`src/rtl/mem_stage.sv`:
```
// Memory-access stage: issues data-memory loads/stores over req/gnt/rvalid,
// stalls upstream while an access is in flight and emits a registered writeback packet.
module mem_stage #(
    parameter int ADDR_W = 32,
    parameter int XLEN   = 32
) (
    input  logic              clk,
    input  logic              rst,
    input  logic              valid_i,
    input  logic [3:0]        mem_op_i,
    input  logic [ADDR_W-1:0] addr_i,
    input  logic [XLEN-1:0]   wdata_i,
    input  logic [XLEN-1:0]   rd_res_i,
    input  logic [4:0]        rd_i,
    input  logic              rd_we_i,
    output logic              stall_o,
    output logic              dmem_req_o,
    output logic              dmem_we_o,
    output logic [3:0]        dmem_be_o,
    output logic [ADDR_W-1:0] dmem_addr_o,
    output logic [XLEN-1:0]   dmem_wdata_o,
    input  logic              dmem_gnt_i,
    input  logic              dmem_rvalid_i,
    input  logic [XLEN-1:0]   dmem_rdata_i,
    output logic              wb_valid_o,
    output logic              wb_we_o,
    output logic [4:0]        wb_rd_o,
    output logic [XLEN-1:0]   wb_data_o,
    output logic              misalign_o,
    output logic [ADDR_W-1:0] misalign_addr_o
);

    typedef enum logic [1:0] {IDLE = 2'd0, REQ = 2'd1, RESP = 2'd2} state_t;

    localparam logic [3:0] OP_LB  = 4'd1;
    localparam logic [3:0] OP_LH  = 4'd2;
    localparam logic [3:0] OP_LW  = 4'd3;
    localparam logic [3:0] OP_LBU = 4'd4;
    localparam logic [3:0] OP_LHU = 4'd5;
    localparam logic [3:0] OP_SB  = 4'd6;
    localparam logic [3:0] OP_SH  = 4'd7;
    localparam logic [3:0] OP_SW  = 4'd8;

    state_t            state_r, state_next_s;
    logic [3:0]        op_r;
    logic [1:0]        off_r;
    logic [ADDR_W-1:0] addr_r;
    logic [XLEN-1:0]   wdata_r;
    logic [3:0]        be_r;
    logic              we_r;
    logic [4:0]        rd_r;
    logic              rd_we_r;

    logic              is_load_s, is_store_s, misalign_s;
    logic [3:0]        be_s;
    logic [XLEN-1:0]   lane_s;

    // Align the returned word to the accessed lane and sign/zero extend it.
    function automatic logic [XLEN-1:0] load_extract(input logic [3:0] op,
                                                     input logic [1:0] off,
                                                     input logic [XLEN-1:0] rdata);
        logic [XLEN-1:0] sh;
        sh = rdata >> {off, 3'b000};
        case (op)
            OP_LB:   load_extract = {{(XLEN-8){sh[7]}}, sh[7:0]};
            OP_LBU:  load_extract = {{(XLEN-8){1'b0}}, sh[7:0]};
            OP_LH:   load_extract = {{(XLEN-16){sh[15]}}, sh[15:0]};
            OP_LHU:  load_extract = {{(XLEN-16){1'b0}}, sh[15:0]};
            default: load_extract = rdata;
        endcase
    endfunction

    // Decode the incoming op: class, alignment fault, byte lanes and replicated store data.
    always_comb begin
        is_load_s  = 1'b0;
        is_store_s = 1'b0;
        misalign_s = 1'b0;
        be_s       = 4'b1111;
        lane_s     = wdata_i;
        case (mem_op_i)
            OP_LB, OP_LBU: is_load_s = 1'b1;
            OP_LH, OP_LHU: begin
                is_load_s  = 1'b1;
                misalign_s = addr_i[0];
            end
            OP_LW: begin
                is_load_s  = 1'b1;
                misalign_s = (addr_i[1:0] != 2'b00);
            end
            OP_SB: begin
                is_store_s = 1'b1;
                be_s       = 4'b0001 << addr_i[1:0];
                lane_s     = {4{wdata_i[7:0]}};
            end
            OP_SH: begin
                is_store_s = 1'b1;
                misalign_s = addr_i[0];
                be_s       = 4'b0011 << addr_i[1:0];
                lane_s     = {2{wdata_i[15:0]}};
            end
            OP_SW: begin
                is_store_s = 1'b1;
                misalign_s = (addr_i[1:0] != 2'b00);
            end
            default: ;
        endcase
    end

    // State register.
    always_ff @(posedge clk or negedge rst) begin
        if (!rst) begin
            state_r <= IDLE;
        end else begin
            state_r <= state_next_s;
        end
    end

    // Next-state logic.
    always_comb begin
        state_next_s = state_r;
        case (state_r)
            IDLE: begin
                if (valid_i && (is_load_s || is_store_s) && !misalign_s) begin
                    state_next_s = REQ;
                end else begin
                    state_next_s = IDLE;
                end
            end
            REQ: begin
                if (dmem_gnt_i) begin
                    state_next_s = we_r ? IDLE : RESP;
                end else begin
                    state_next_s = REQ;
                end
            end
            RESP: begin
                if (dmem_rvalid_i) begin
                    state_next_s = IDLE;
                end else begin
                    state_next_s = RESP;
                end
            end
            default: state_next_s = IDLE;
        endcase
    end

    // Capture registers, writeback packet and misalign report.
    always_ff @(posedge clk or negedge rst) begin
        if (!rst) begin
            op_r            <= 4'd0;
            off_r           <= 2'd0;
            addr_r          <= '0;
            wdata_r         <= '0;
            be_r            <= 4'd0;
            we_r            <= 1'b0;
            rd_r            <= 5'd0;
            rd_we_r         <= 1'b0;
            wb_valid_o      <= 1'b0;
            wb_we_o         <= 1'b0;
            wb_rd_o         <= 5'd0;
            wb_data_o       <= '0;
            misalign_o      <= 1'b0;
            misalign_addr_o <= '0;
        end else begin
            wb_valid_o <= 1'b0;
            misalign_o <= 1'b0;
            case (state_r)
                IDLE: begin
                    if (valid_i) begin
                        if (!(is_load_s || is_store_s)) begin
                            wb_valid_o <= 1'b1;
                            wb_we_o    <= rd_we_i && (rd_i != 5'd0);
                            wb_rd_o    <= rd_i;
                            wb_data_o  <= rd_res_i;
                        end else if (misalign_s) begin
                            wb_valid_o      <= 1'b1;
                            wb_we_o         <= 1'b0;
                            wb_rd_o         <= rd_i;
                            misalign_o      <= 1'b1;
                            misalign_addr_o <= addr_i;
                        end else begin
                            op_r    <= mem_op_i;
                            off_r   <= addr_i[1:0];
                            addr_r  <= {addr_i[ADDR_W-1:2], 2'b00};
                            wdata_r <= lane_s;
                            be_r    <= be_s;
                            we_r    <= is_store_s;
                            rd_r    <= rd_i;
                            rd_we_r <= rd_we_i;
                        end
                    end
                end
                REQ: begin
                    if (dmem_gnt_i && we_r) begin
                        wb_valid_o <= 1'b1;
                        wb_we_o    <= 1'b0;
                        wb_rd_o    <= rd_r;
                    end
                end
                RESP: begin
                    if (dmem_rvalid_i) begin
                        wb_valid_o <= 1'b1;
                        wb_we_o    <= rd_we_r && (rd_r != 5'd0);
                        wb_rd_o    <= rd_r;
                        wb_data_o  <= load_extract(op_r, off_r, dmem_rdata_i);
                    end
                end
                default: ;
            endcase
        end
    end

    // Request signals come straight from registered state and latched values.
    assign stall_o      = (state_r != IDLE);
    assign dmem_req_o   = (state_r == REQ);
    assign dmem_we_o    = we_r;
    assign dmem_be_o    = be_r;
    assign dmem_addr_o  = addr_r;
    assign dmem_wdata_o = wdata_r;

endmodule

```
`config.mk`:
```
export PLATFORM = sky130hd
export DESIGN_NAME = mem_stage
export DESIGN_NICKNAME = d
export VERILOG_FILES = /design/src/rtl/mem_stage.sv
export SDC_FILE = /design/constraint.sdc
export NUM_CORES = 1
export LEC_CHECK = 0
export CORE_MARGIN = 5
export CORE_UTILIZATION = 48
export DETAILED_ROUTE_END_ITERATION = 6
export MAX_ROUTING_LAYER = met4
export PLACE_DENSITY = 0.95
export SLEW_MARGIN = 30
export SYNTH_ARGS = -nofsm -noshare
export SYNTH_HDL_FRONTEND = slang
export SYNTH_SLANG_ARGS = --single-unit
```
`constraint.sdc`:
```
create_clock -name clk -period 3.1 [get_ports clk]
set_input_delay 0.62 -clock clk [delete_from_list [all_inputs] [get_ports clk]]
set_output_delay 0.62 -clock clk [all_outputs]
set_load 0.1 [all_outputs]
```
### Word-level counts from Yosys, hierarchy flattened

Cells that the tools add are included.

| storage, ports and cells | value |
|---|---|
| flip-flop bits (word level) | 153 |
| output and inout port bits | 143 |

| cells by class | value |
|---|---|
| equal/unequal tests | 19 |
| shift-type cells | 3 |
| multiplexer cells | 36 |
| bitwise gates (word level) | 1 |
| reduce and logical (&&, ||, !) cells | 22 |

Operator list:

| operator | count |
|---|---|
| 32-bit case mux with 2 select lines | 2 |
| 32-bit case mux with 4 select lines | 1 |
| 32-bit 2-to-1 mux | 3 |
| 32-bit by 5-bit right shift with 16-bit output | 1 |
| 5-bit 2-to-1 mux | 5 |
| 4-bit by 3-bit == test with 1-bit output (second input constant) | 6 |
| 1-bit 2-to-1 mux | 16 |
| 5-bit case mux with 3 select lines | 1 |
| 4-bit by 2-bit == test with 1-bit output (second input constant) | 3 |
| 4-bit AND reduction | 3 |
| 5-bit nonzero test | 2 |
| 4-bit by 1-bit == test with 1-bit output (second input constant) | 2 |
| 4-bit case mux with 2 select lines | 1 |
| 2-bit 2-to-1 mux | 3 |
| 2-bit inequality test (second input constant) | 3 |
| 1-bit case mux with 3 select lines | 2 |
| 2-bit case mux with 3 select lines | 1 |
| 2-bit nonzero test | 3 |
| 3-bit OR reduction | 2 |
| 1-bit logical AND | 5 |
| 5-bit AND reduction | 1 |
| 5-bit OR reduction | 1 |
| 4-bit == test (second input constant) | 1 |
| 1-bit by 2-bit left shift with 4-bit output (first input constant) | 1 |
| 12 further kinds | 12 |

### Depth between registers and ports, before layout

Gate-level depths: netlist (run 1).

| logic depth | value |
|---|---|
| word-level depth | 8 |
| depth in mapped cells | 9 |
| depth with buffers taken out | 7 |

### Worst setup path before layout (run 1)

No wires, ideal clock.

| timing path | value |
|---|---|
| path kind | input to register |
| from | in mem_op_i[0] |
| to | reg misalign_addr_o[10] |
| setup time | 0.126 ns |
| data arrival time | 2.256 ns |
| required time | 2.974 ns |
| setup slack | 0.718 ns |
| stages on the path | 6 |
| buffers on the path | 2 |
| cell sequence | buf_2 or4_1 and4_1 nand2_1 buf_2 mux2_2 |

| between the ends | value |
|---|---|
| longest elaborated chain between the ends | 5 |
| elaborated cells between the ends (all ways) | 17 |
| those cells by class | eq/ne (8); mux (3); reduce/logical (6) |

Ends and longest elaborated chain:

| item | RTL line | source |
|---|---|---|
| from (decl) | 10 | `input logic [3:0] mem_op_i,` |
| 4-bit by 2-bit == test with 1-bit output, or another cell as far along | 80 | `case (mem_op_i)` |
| 5-bit OR reduction (no line) or 3-bit OR reduction (tied branches) | n/a |  |
| 1-bit 2-to-1 mux | 80 |  |
| 1-bit logical OR | 170 | `if (!(is_load_s \|\| is_store_s)) begin` |
| 4-bit AND reduction (no line) * | n/a |  |
| to (signal assigned) | 180 | `misalign_addr_o <= addr_i;` |
| to (decl) | 30 | `output logic [ADDR_W-1:0] misalign_addr_o` |

Mark *: on every way between the ends. The rest lies on a longest branch, timed or not.
A chain may end at the register's enable or synchronous reset.

### Worst setup path after layout (run 1)

| timing path | value |
|---|---|
| from | in mem_op_i[0] |
| to | reg wdata_r[26], in the netlist dmem_wdata_o[26] |

| between the ends | value |
|---|---|
| longest elaborated chain between the ends | 5 |
| elaborated cells between the ends (all ways) | 19 |
| those cells by class | eq/ne (8); mux (4); bitwise (1); reduce/logical (6) |

Ends and longest elaborated chain:

| item | RTL line | source |
|---|---|---|
| 4-bit by 3-bit == test with 1-bit output, or another cell as far along | 80 |  |
| 3-bit OR reduction (no line), or another cell as far along | n/a |  |
| 1-bit case mux with 2 select lines or 1-bit 2-to-1 mux (tied branches) | 80 |  |
| 1-bit inverter (no line) or 1-bit logical OR (tied branches) | n/a |  |
| 4-bit AND reduction (no line) | n/a |  |
| to (signal assigned) | 185 | `wdata_r <= lane_s;` |
| to (decl) | 48 | `logic [XLEN-1:0] wdata_r;` |

Parallel ways exist; a longest one is shown, timed or not.

==> impl_metrics.csv, run 1 <==
group,metric,value,unit
critical_path,cp_data_required_time,3.36,ns
global_route,gr-total-overflow,0,
critical_path,r2r_slack,0.58,ns
yosys,synth_edf_count,0,
route,drtIter0Drc,480,
clock_network,clk_path_buf_depth,2,
critical_path,crit_path_end_kind,"flop",
global_route,use_met1,0.339,
sta,post-route-min-period,2.57,ns
clock_network,ctsResizeCount,0,
yosys,avgSynthCellArea,9.65,sq um
die,num_io_pins,286,
route,routed_wl,25300,um
final_layout,fillCellCount,1083,
job,max_cap_violations,0,
yosys,synth_seq_cells,153,
place,port_buffers,283,
route,detail_route.wl_per_cell,20.5,um
die,dieArea,0.0179,sq mm
hold_path,hold_class,"in2async",
die,die_h,134,um
global_route,grt.busiest_layer,"met2",
critical_path,crit_start,"mem_op_i[0]",
final_layout,layout.nets,1182,
global_route,grt.met3_usage,0.0887,
final_layout,area.growth.synth_to_final,45.8,%
critical_path,start_kind,"primary input",
clock_network,cts_tree,"built",
final_layout,drive_above_1_share,0.245,
critical_path,crit_end,"dmem_wdata_o[26]",
sta,worstMarginPinSlew,0.721,ns
place,gp_congestion,0.954,
die,chipWidth,134,um
yosys,async_flop_share,1.00,
clock_network,clk_latency,0.43,ns
critical_path,crit_arrival,2.84,ns
route,vias_per_cell,5.64,
global_route,grtUsageMet2,0.472,
final_layout,seq_area,0.00383,sq mm
sta,rsz0062_at_grt,"no",
yosys,synth-main-ff-cell,"dfrtp_1",
die,rows,45,
run_status,status,"finished clean",
clock_network,hold_buffers,0,
final_layout,multiInputGateArea,0.00324,sq mm
critical_path,cp_max_fo,93,
sta,fmax,0.388,GHz
yosys,seq_area_frac_synth,0.521,
yosys,ys_warn_count,0,
route,drt.antenna.violating_nets,0,
route,first_pass_iters,5,
global_route,grtUsageTotal,0.289,
global_route,grt_first_pass_wirelength,39000,um
sta,setup_tns,0,ns
global_route,antenna_found_initial,0,
critical_path,crit_type,"in2reg",
sta,period_share,0.831,
sta,drv_slew,0,
yosys,netlist_instances,761,
global_route,grt_max_degree,94,
critical_path,worstReg2RegStart,"op_r[0]",
final_layout,insertedDiodeCount,0,
clock_network,numCtsBuffers,17,
route,remaining_drc_errors,0,
yosys,netlist_area,0.00734,sq mm
die,start_util,0.487,
clock_network,root_buffer,"clkbuf_16",
clock_network,postCtsSetupBuffers,0,
clock_network,cts_sinks,153,
sta,setup_viol,0,
critical_path,r2r_end,"wb_data_o[12]",
sta,relSlewSlack,0.519,
critical_path,r2r_cells,7,
route,vias,6974,
clock_network,htree_levels,4,
global_route,grt_pass1_vias,7046,
place,dpl.hpwl,18500,um
sta,fin_skew,0.00965,ns
sta,hold_viol,0,
die,core,0.0151,sq mm
yosys,synth.distinct_cells,51,
clock_network,clk_pin_slew,0.07,ns
[synthesized netlist by cell type, types with 3 or more instances]
cell type / number / area (sq um)
nand2_1: 202 / 758
mux2i_1: 36 / 360
or2_2: 3 / 18.8
o21ai_0: 46 / 230
mux2_2: 47 / 529
nor3_1: 4 / 20.0
o221ai_1: 3 / 26.3
o211ai_1: 5 / 37.5
or4_1: 3 / 22.5
a21oi_1: 25 / 125
dfrtp_1: 153 / 3830
nand3_1: 4 / 20.0
and3_1: 4 / 25.0
o2111ai_1: 3 / 26.3
buf_1: 5 / 18.8
nor2b_1: 24 / 150
nand2b_1: 16 / 100
o22ai_1: 5 / 31.3
o32a_1: 5 / 50.1
inv_1: 7 / 26.3
nand3b_1: 4 / 30.0
clkbuf_1: 25 / 93.8
and2_1: 3 / 18.8
a21boi_0: 3 / 22.5
a31oi_1: 29 / 181
ha_1: 4 / 50.1
nor2_1: 36 / 135
a221oi_1: 5 / 43.8
buf_2: 24 / 120
[worst min path at each step]
stage | slack [ns] | cells past startpoint | start | to
2_1_floorplan | 0.32 | 0 | rst | dmem_addr_o[10]
3_3_place_gp | 0.46 | 2 | dmem_addr_o[18] | dmem_addr_o[18]
3_5_place_dp | 0.46 | 2 | dmem_addr_o[29] | dmem_addr_o[29]
4_1_cts | 0.16 | 1 | rst | state_r[1]
5_1_grt | 0.18 | 1 | rst | wb_data_o[6]
6_report | 0.15 | 1 | rst | wb_data_o[6]
[logic make-up after synthesis]
kind of cell | share of synthesized area
AO/OA/AOI/OAI | 0.125
adder cells (fa/ha/maj) | 0.00682
buffers and inverters | 0.0388
flip-flops | 0.521
multiplexers | 0.121
other | 0.000511
AND/OR/NAND/NOR | 0.186
[layout make-up]
type                    instances  area share
clock buffers                  18      0.0410
inverters                       7     0.00245
clock inverters                14      0.0150
repair buffers                311       0.260
flip-flops and latches        153       0.358
well taps                     188      0.0220
multi-input cells             545       0.302
[stage by stage]
step	utilization	std cells	hold WS, ns	cell area [sq um]	setup WS [ns]
2_1_floorplan	-	762	0.324	7350	0.718
3_3_place_gp	0.670	1204	0.460	10100	0.288
3_5_place_dp	0.670	1204	0.463	10100	0.165
4_1_cts	0.709	1236	0.158	10700	0.563
5_1_grt	0.709	1236	0.185	10700	0.429
6_report	0.709	1236	0.149	10700	0.525
[layout by cell type, fill, tap and decap left out, types with 2 or more instances in the layout]
cell             synthesis  routed
and3_1                   4       4
and2_1                   3       3
ha_1                     4       3
a21boi_0                 3       3
conb_1                   1       2
nand3_1                  4       4
bufinv_16                0       2
o32ai_1                  2       2
dfrtp_1                153     153
o21a_1                   2       2
o32a_1                   5       5
mux2i_1                 36      36
mux2_2                  47      47
o2111ai_1                3       3
clkinvlp_4               0       3
o31ai_1                  2       2
nand2b_1                16      16
o221ai_1                 3       3
nor2b_1                 24      24
nor3_1                   4       4
o22a_1                   2       2
inv_1                    7       7
clkinv_4                 0       2
or4_1                    3       3
a21oi_1                 25      25
or2_2                    3       3
a31oi_1                 29      29
nor2_1                  36      36
buf_4                    2     162
inv_6                    0       5
buf_12                   0       7
nand3b_1                 4       4
a221oi_1                 5       5
o21ai_0                 46      46
o22ai_1                  5       5
nand2_1                202     202
clkdlybuf4s50_1          0     141
o21bai_1                 2       2
o211ai_1                 5       5
clkbuf_16                0      17
[critical path, stage by stage]
cell	delay, ns
clkdlybuf4s50_1	0.54
or4_1	0.60
and4_1	0.26
o211ai_1	0.17
buf_12	0.36
o21ai_0	0.23
[registers in the layout, summed over array words and instances, names as in the netlist]
signal and flops:
dmem_wdata_o 32, wb_we_o 1, wb_data_o 32, op_r 4, wb_valid_o 1, rd_r 5, dmem_addr_o 30, wb_rd_o 5
dmem_be_o 4, misalign_addr_o 32, dmem_we_o 1, off_r 2, misalign_o 1, state_r 2, rd_we_r 1
[metal layers]
metal | routed length, um | up-vias | share of wire
met2 | 12400 | 412 | 0.49
met1 | 9600 | 3355 | 0.38
li1 | - | 3157 | -
met4 | 818 | 0 | 0.032
met3 | 2540 | 50 | 0.10
met5 | 0 | - | 0
Power of run 1 is not shown: default switching activity piles up to over one toggle a cycle in this logic, so the estimate is an artifact.
==> inputs of run 2 (changes only) <==
CORE_UTILIZATION = 44   (was 48)
PLACE_DENSITY = 0.93   (was 0.95)
clock period = 2.63 ns   (was 3.1 ns; I/O delays follow)
==> run 2 against run 1 <==
Against the previous run:
- utilization decreased by 5.2 points
- register-to-register slack worse by 0.17 ns
- sequential share of layout area decreased by 0.42 points
- via count fell by 2.8%
- non-clock buffer count increased by 8
- clock skew is 0.00084 ns lower
- global-route usage fell by 3.1 points
- worst setup slack got worse by 0.16 ns
- final cell count grew 3.3%
- worst hold slack got worse by 0.092 ns
- sequential cell count is the same
- critical endpoint is now misalign_addr_o[2]
- largest cell class unchanged
==> impl_metrics.csv, run 2 (synthesis gave the netlist of run 1 again) <==
group,metric,value,unit
clock_network,hold_buffers,0,
die,dieArea,0.0194,sq mm
critical_path,cp_max_fo,33,
place,port_buffers,283,
clock_network,root_buffer,"clkbuf_16",
critical_path,cp_slowest_cell,"clkdlybuf4s50_1",
die,rows,47,
sta,drv_slew,0,
critical_path,crit_path_end_kind,"flop",
global_route,grt_first_pass_wirelength,38300,um
run_status,status,"finished clean",
die,die_h,139,um
final_layout,layout_commonest_cell,"nand2_1",
global_route,grt_pass1_vias,7062,
route,first_pass_iters,4,
sta,setup_tns,0,ns
route,remaining_drc_errors,0,
global_route,grtUsageTotal,0.258,
die,chipWidth,139,um
final_layout,final_cell_mix,"nand2_1 (202), buf_4 (168), dfrtp_1 (153)",
global_route,gr-total-overflow,0,
route,vias_per_cell,5.31,
place,dpl.hpwl,18500,um
clock_network,numCtsBuffers,17,
final_layout,drive_above_1_share,0.250,
route,detail_route.wl_per_cell,19.1,um
global_route,antenna_found_initial,1,
final_layout,fillCellCount,1297,
sta,fmax,0.442,GHz
global_route,grt_max_degree,77,
clock_network,clk_pin_slew,0.06,ns
sta,hold-worst-slack,0.0570,ns
critical_path,cpPeakStageDelay,0.52,ns
critical_path,cp_data_required_time,2.92,ns
clock_network,clk_path_buf_depth,2,
sta,relSlewSlack,0.565,
job,max_cap_violations,0,
clock_network,clk_latency,0.42,ns
critical_path,crit_arrival,2.55,ns
clock_network,postCtsSetupBuffers,0,
route,drtIter0Drc,369,
die,num_io_pins,286,
clock_network,ctsResizeCount,0,
die,core,0.0165,sq mm
place,gp_congestion,0.936,
sta,fin_skew,0.00882,ns
clock_network,htree_levels,4,
die,start_util,0.446,
sta,hold_viol,0,
route,vias,6782,
critical_path,crit_type,"in2reg",
clock_network,cts_tree,"built",
critical_path,start_kind,"primary input",
sta,post-route-min-period,2.26,ns
critical_path,crit_family,"buffers and inverters",
sta,rsz0062_at_grt,"no",
clock_network,cts_sinks,153,
sta,setup_viol,0,
sta,worstMarginPinSlew,0.653,ns
final_layout,layout.nets,1190,
critical_path,crit_chain,"clkdlybuf4s50_1, buf_4, nand4b_1, and3_1, o21ai_0, nand2_1, buf_12, mux2_2",
sta,period_share,0.860,
hold_path,hold_class,"in2async",
final_layout,area.growth.synth_to_final,47.5,%
route,drt.antenna.violating_nets,0,
route,routed_wl,24400,um
critical_path,cp_num_buf_inv,3,
run 2: cell count changes in the layout (fill, tap and decap cells not counted), sizes merged:
cell and delta:
inv +1, buf +8, clkbuf +1, diode +1, clkinvlp -1, clkinv -1
run 2: worst register-to-register path, delay by kind of cell, from the launching register on:
kind,cells,cell delay [ns]
AOI/OAI and AO/OA,3,0.48
buffers and inverters,1,0.28
DFF,1,0.45
muxes,1,0.37
and+or+nand+nor,1,0.52
run 2: final timing paths:
check,slack [ns],endpoint,cells past startpoint,startpoint
setup / recovery,0.37,misalign_addr_o[2],8,mem_op_i[0]
hold / removal,0.06,wb_data_o[10],1,rst
setup reg to reg,0.41,wb_data_o[0],6,op_r[0]
hold reg to reg,0.48,dmem_wdata_o[5],2,dmem_wdata_o[5]
max in group asynchronous,1.86,misalign_addr_o[27],2,rst
min in group clk,0.48,dmem_wdata_o[5],2,dmem_wdata_o[5]
run 2: cell type report:
cell class              count  area [sq um]  area share
diodes                      1          2.50    0.000231
clock buffers              19           443      0.0409
clock inverters            13           156      0.0144
inverters                   7          26.3     0.00243
multi-input cells         545          3240       0.299
flip-flops and latches    153          3830       0.353
well taps                 220           275      0.0254
repair buffers            319          2860       0.264
run 2: routing by layer:
layer,routed length (um),global-route usage
met1,9650,0.304
met2,11700,0.411
met3,2100,0.0793
met4,938,0.111
met5,0,-
run 2: metrics by stage:
| stage | setup slack [ns] | cells | util | area [sq um] |
|---|---|---|---|---|
| global placement | 0.00150 | 1244 | 0.621 | 10200 |
| detailed placement | -0.0582 | 1244 | 0.621 | 10200 |
| CTS | 0.387 | 1276 | 0.658 | 10800 |
| global route | 0.198 | 1277 | 0.658 | 10800 |
| floorplan | 0.342 | 762 | - | 7350 |
| finish | 0.368 | 1277 | 0.658 | 10800 |
Power of run 2 is left out for the same reason.
